--- src/rtl/renode_pkg.sv ---
// Shared types for the Renode bus arbiter: bus field types,
// access-size encoding and the arbiter FSM states.
package renode_pkg;

    typedef logic [31:0] address_t;
    typedef logic [63:0] data_t;

    typedef enum logic [2:0] {
        Byte       = 3'd0,
        Word       = 3'd1,
        DoubleWord = 3'd2,
        QuadWord   = 3'd3
    } valid_bits_e;

    typedef enum logic [1:0] {
        IDLE,
        ISSUE,
        WAIT_RSP,
        RESPOND
    } arbiter_state_e;

    function automatic logic is_legal_bits(valid_bits_e b);
        return b inside {Byte, Word, DoubleWord, QuadWord};
    endfunction

endpackage

--- src/rtl/renode_rr_picker.sv ---
// Round-robin picker: first set request at or after the pointer,
// searching upward with wrap-around.
module renode_rr_picker #(
    parameter int N    = 2,
    parameter int IdxW = (N > 1) ? $clog2(N) : 1
) (
    input  logic [N-1:0]    i_req,
    input  logic [IdxW-1:0] i_ptr,
    output logic [N-1:0]    o_grant,
    output logic [IdxW-1:0] o_idx,
    output logic            o_found
);

    localparam int SW = IdxW + 1;

    logic [N-1:0]  w_rot;
    logic [SW-1:0] w_sum;

    always_comb begin
        w_rot = N'({i_req, i_req} >> i_ptr);
        w_sum = '0;
        // descending scan so the lowest rotated position wins
        for (int k = N - 1; k >= 0; k--) begin
            if (w_rot[k]) begin
                w_sum = {1'b0, i_ptr} + SW'(k);
            end
        end
        if (w_sum >= SW'(N)) begin
            w_sum = w_sum - SW'(N);
        end
        o_idx   = w_sum[IdxW-1:0];
        o_found = |i_req;
        o_grant = o_found ? (N'(1) << o_idx) : '0;
    end

endmodule

--- src/rtl/renode_bus_arbiter.sv ---
// Shares one Renode transaction channel among several HDL requesters,
// one outstanding transaction at a time, with response timeout.
module renode_bus_arbiter
    import renode_pkg::*;
#(
    parameter int RequestersCount = 2,
    parameter int TimeoutCycles   = 1024
) (
    input  logic                       clk,
    input  logic                       rst_n,
    input  logic [RequestersCount-1:0] req_valid,
    output logic [RequestersCount-1:0] req_ready,
    input  logic [RequestersCount-1:0] req_write,
    input  address_t                   req_address [RequestersCount],
    input  data_t                      req_data [RequestersCount],
    input  valid_bits_e                req_data_bits [RequestersCount],
    output logic [RequestersCount-1:0] rsp_valid,
    output data_t                      rsp_data,
    output logic                       rsp_error,
    output logic                       out_valid,
    input  logic                       out_ready,
    output logic                       out_write,
    output address_t                   out_address,
    output data_t                      out_data,
    output valid_bits_e                out_data_bits,
    input  logic                       in_valid,
    input  data_t                      in_data,
    input  logic                       in_error,
    output logic                       busy
);

    localparam int IdxW = (RequestersCount > 1) ? $clog2(RequestersCount) : 1;
    localparam int CntW = $clog2(TimeoutCycles) + 1;
    localparam logic [CntW-1:0] CntLast = CntW'(TimeoutCycles - 1);
    localparam logic [IdxW-1:0] IdxLast = IdxW'(RequestersCount - 1);

    arbiter_state_e r_state;
    arbiter_state_e w_next;

    logic [IdxW-1:0]            r_rr_ptr;
    logic [IdxW-1:0]            r_grant_idx;
    logic [IdxW-1:0]            w_ptr_next;
    logic [IdxW-1:0]            w_pick_idx;
    logic [RequestersCount-1:0] w_pick_grant;
    logic                       w_pick_found;
    logic                       w_pick_legal;

    logic [CntW-1:0] r_cnt;
    logic [CntW-1:0] w_cnt_inc;
    logic            w_timeout;

    logic        r_write;
    address_t    r_address;
    data_t       r_data;
    valid_bits_e r_bits;
    data_t       r_rsp_data;
    logic        r_rsp_error;

    renode_rr_picker #(
        .N    (RequestersCount),
        .IdxW (IdxW)
    ) u_picker (
        .i_req   (req_valid),
        .i_ptr   (r_rr_ptr),
        .o_grant (w_pick_grant),
        .o_idx   (w_pick_idx),
        .o_found (w_pick_found)
    );

    assign w_pick_legal = is_legal_bits(req_data_bits[w_pick_idx]);
    assign w_ptr_next   = (r_grant_idx == IdxLast) ? '0 : r_grant_idx + 1'b1;
    assign w_cnt_inc    = (r_cnt == '1) ? r_cnt : r_cnt + 1'b1;
    // the cycle whose increment would land on TimeoutCycles-1 is the last wait cycle
    assign w_timeout    = (w_cnt_inc == CntLast);

    always_comb begin
        w_next = r_state;
        unique case (r_state)
            IDLE: begin
                if (w_pick_found) begin
                    w_next = w_pick_legal ? ISSUE : RESPOND;
                end
            end
            ISSUE: begin
                if (out_ready) begin
                    w_next = WAIT_RSP;
                end
            end
            WAIT_RSP: begin
                if (in_valid || w_timeout) begin
                    w_next = RESPOND;
                end
            end
            RESPOND: w_next = IDLE;
            default: w_next = IDLE;
        endcase
    end

    always_comb begin
        req_ready = '0;
        rsp_valid = '0;
        if (rst_n && r_state == IDLE) begin
            req_ready = w_pick_grant;
        end
        if (rst_n && r_state == RESPOND) begin
            rsp_valid = RequestersCount'(1) << r_grant_idx;
        end
    end

    assign out_valid     = (r_state == ISSUE);
    assign busy          = (r_state != IDLE);
    assign out_write     = r_write;
    assign out_address   = r_address;
    assign out_data      = r_data;
    assign out_data_bits = r_bits;
    assign rsp_data      = r_rsp_data;
    assign rsp_error     = r_rsp_error;

    always_ff @(posedge clk) begin
        if (!rst_n) begin
            r_state     <= IDLE;
            r_rr_ptr    <= '0;
            r_grant_idx <= '0;
            r_cnt       <= '0;
            r_write     <= 1'b0;
            r_address   <= '0;
            r_data      <= '0;
            r_bits      <= Byte;
            r_rsp_data  <= '0;
            r_rsp_error <= 1'b0;
        end else begin
            r_state <= w_next;
            unique case (r_state)
                IDLE: begin
                    if (w_pick_found) begin
                        r_grant_idx <= w_pick_idx;
                        r_write     <= req_write[w_pick_idx];
                        r_address   <= req_address[w_pick_idx];
                        r_data      <= req_data[w_pick_idx];
                        r_bits      <= req_data_bits[w_pick_idx];
                        r_rsp_data  <= '0;
                        r_rsp_error <= !w_pick_legal;
                    end
                end
                ISSUE: begin
                    if (out_ready) begin
                        r_cnt <= '0;
                    end
                end
                WAIT_RSP: begin
                    if (in_valid) begin
                        r_rsp_data  <= in_data;
                        r_rsp_error <= in_error;
                    end else if (w_timeout) begin
                        r_rsp_data  <= '0;
                        r_rsp_error <= 1'b1;
                    end else begin
                        r_cnt <= w_cnt_inc;
                    end
                end
                RESPOND: r_rr_ptr <= w_ptr_next;
                default: ;
            endcase
        end
    end

endmodule

--- config.mk ---
export PLATFORM = sky130hd
export DESIGN_NAME = renode_bus_arbiter
export DESIGN_NICKNAME = d
export VERILOG_FILES = /design/src/rtl/renode_pkg.sv /design/src/rtl/renode_rr_picker.sv /design/src/rtl/renode_bus_arbiter.sv
export SDC_FILE = /design/constraint.sdc
export NUM_CORES = 1
export LEC_CHECK = 0
export BUFFER_PORTS_ARGS = -buffer_cell sky130_fd_sc_hd__buf_2
export CAP_MARGIN = 25
export CORE_AREA = 2 2 173 175
export DETAILED_ROUTE_END_ITERATION = 7
export DIE_AREA = 0 0 175 177
export HOLD_SLACK_MARGIN = 0.08
export PLACE_DENSITY = 0.54
export SLEW_MARGIN = 20
export SYNTH_ARGS = -nofsm -noshare
export SYNTH_HDL_FRONTEND = slang
export SYNTH_SLANG_ARGS = --single-unit
--- constraint.sdc ---
create_clock -name clk -period 2.9 [get_ports clk]
set_clock_uncertainty 0.2 [all_clocks]
set_input_delay 0 -clock clk [delete_from_list [all_inputs] [get_ports clk]]
set_output_delay 0 -clock clk [all_outputs]
set_load 0.01 [all_outputs]
==> metrics.cfg <==
[global_routing]
grt.met2_usage_pct=32.6
track_usage_pct=18.6
grt_max_degree=82
globalRoute.busiestLayer=met2
grt_pass1_vias=8961
grt_use_met3_pct=3.84
grt.overflow.total=0
antenna_found_initial=1
use_met1_pct=22.2
grt_first_pass_wirelength_um=46000

[critical_path]
crit_type=primary input to register
worst_setup_path_start_kind=primary input
reg2reg_depth=8
critPathRequiredTime_ns=3.01
critPathMaxFanout=28
crit_arrival_ns=2.83
endpoint_kind=register

[place]
dpl.cell_count=1651
post-place-ws_ns=0.0557
place_area_mm2=0.0106
gp_congestion=0.831
place_hpwl_um=20500
portBuffers=441

[logic_synthesis]
ys_ff_latch=180
ys_seq_area_share_pct=44.8
synth_flop_cell=dfxtp_1
synth_commonest_cells=180 x dfxtp_1, 166 x mux2i_1, 139 x nand2_1
synth_xor_area_share_pct=0.218
synthAdderAreaFrac_pct=0.933
synth_mux_area_share_pct=20.8
synthTopCellsByArea=dfxtp_1 45%, mux2i_1 21%, a211oi_1 9.5%
synth_nets=1150
synth_edf_count=0
synthesis.area_mm2=0.00805
synth.most_common_cell=dfxtp_1
yosys.area_share.simple_pct=15.3
yosys.area.top_type=dfxtp_1
ys_types=48
yosys_warnings=0
synth_compound_area_share_pct=12.8
async_flop_share_pct=0
synth_top_family_by_area=multiplexers
synth_top_area_share_pct=44.8
syn_avg_cell_area_um2=9.22
synth_cells=873

[power]
p_per_area_mw_per_mm2=695
ir_drop_mv=0.293
leakagePower_nw=6.94

[timing]
hold_violations=0
slew_viol_final=0
timing.fmax_ghz=0.368
slew_headroom_pct=62.4
whs_ns=0.153
report.final.setup_viol=0
timing.final.crit_share_pct=93.8
period_needed_ns=2.72
rsz0062_at_grt=no
worst-slew-pin-transition_ns=0.565
finalSetupTns_ns=0
setup_slack_ns=0.180

[cts]
cts_tree=yes
htree_num_levels=4
cts_root_buf=clkbuf_16
clockBufferDepth=2
clock_latency_ns=0.43
cts_made_buffers=17
path_clk_slew_ns=0.08
cts_sinks=180

[floorplan]
initial_core_util_pct=27.5
die_height_um=177
dieArea_mm2=0.0310
ioPinCount=442
die_x_um=175
rows=63
core_mm2=0.0292

[drt]
drt_iter0_drc=386
drt_pass1_iterations=5
vias=9123
ant_nets=0
drc=0
post_drt_wl_per_cell_um=15.3
viasPerCell=4.61
drt_wl_total_um=30400

[final_layout]
final_nets=1855
syn_to_final_growth_pct=76.4
final_cell_area_mm2=0.0142
n_antenna_cell=0
fillers=2739
stdcell_count=1981
drive_gt1_share_pct=32.7

[worst_hold_path]
min_path_type=primary input to register
whs_path_depth=4

[run]
maxCapViolCount=0

[status]
outcome=complete, no violations

path summary, 6_finish.rpt:
check | startpoint | to | slack [ns]
worst max-delay path | req_valid[0] | out_data[61]$_SDFFE_PN0P_ | 0.18
worst min-delay path | in_data[19] | rsp_data[19]$_SDFFE_PN0P_ | 0.15
worst max register to register | r_cnt[0]$_SDFFE_PN0P_ | rsp_data[32]$_SDFFE_PN0P_ | 0.18
worst min register to register | rsp_data[53]$_SDFFE_PN0P_ | rsp_data[53]$_SDFFE_PN0P_ | 0.26
cells by family after synthesis:
kind of cell    count (synthesis)
buf+inv                        85
flops                         180
xor+xnor                        2
compound gates                139
mux                           167
fa+ha+maj                       6
simple gates                  294
metal layers:
layer | part of all wire, % | wire (µm)
met5 | 0.053 | 16
met4 | 3.3 | 1010
met3 | 4.5 | 1360
met2 | 50 | 15300
met1 | 42 | 12700
flip-flops by register name, summed over array words and instances (netlist names):
register	count
out_address	32
out_data	64
out_data_bits	3
out_write	1
r_cnt	11
r_grant_idx	1
r_rr_ptr	1
r_state	2
rsp_data	64
rsp_error	1
where the power goes:
group          internal [mW]  leakage [nW]  total (mW)  switching, mW
registers               3.05          1.48        3.36          0.312
clock network           1.17         0.287        2.27           1.11
logic                   1.98          5.18        4.22           2.24
total                   6.20          6.94        9.85           3.66
worst max-delay path, cell delays in order:
cell	delay, ns
dlygate4sd3_1	0.51
buf_2	0.18
inv_1	0.09
o21ai_4	0.25
clkbuf_16	0.29
mux2i_1	0.23
dlygate4sd3_1	0.58
a211oi_1	0.07
dlygate4sd3_1	0.58
repair_timing:
action,4_1_cts,5_1_grt
setup buffers,0,7
endpoints found under the setup margin,0,72
hold buffers,290,0
resized for setup,0,4
endpoints found under the hold margin,176,0
final cells by class:
class / count / area (µm²) / share of cell area, %
Multi-Input combinational cell: 608 / 4070 / 28.7
Tap cell: 390 / 488 / 3.44
Inverter: 10 / 40.0 / 0.282
Clock inverter: 14 / 143 / 1.01
Sequential cell: 180 / 3600 / 25.4
Clock buffer: 18 / 439 / 3.10
Timing Repair Buffer: 761 / 5410 / 38.1
per-stage QoR:
stage / util [%] / total power [mW]
final: 48.5 / 9.85
after global routing: 48.5 / 10.5
after CTS: 48.3 / 9.85
after detailed placement: 36.3 / 7.05
after global placement: 36.3 / 7.01
after floorplan: - / 5.69
placed cells by master, fill, tap and decap left out, drive strengths merged, types with 2 or more instances in the layout:
master / count
nor4: 2
inv: 15
o21ai: 7
o31ai: 2
nor2: 114
nand4: 7
and4: 3
o211ai: 2
mux2i: 166
nor3: 5
nand3: 8
ha: 6
dfxtp: 180
buf: 470
nand3b: 2
a211oi: 103
o21a: 2
or3: 2
a21oi: 7
and3: 7
nand2b: 2
nand2: 139
clkbuf: 19
clkinv: 9
dlygate4sd3: 290
a31oi: 8
Note: power is estimated with default switching activity, not from simulation.
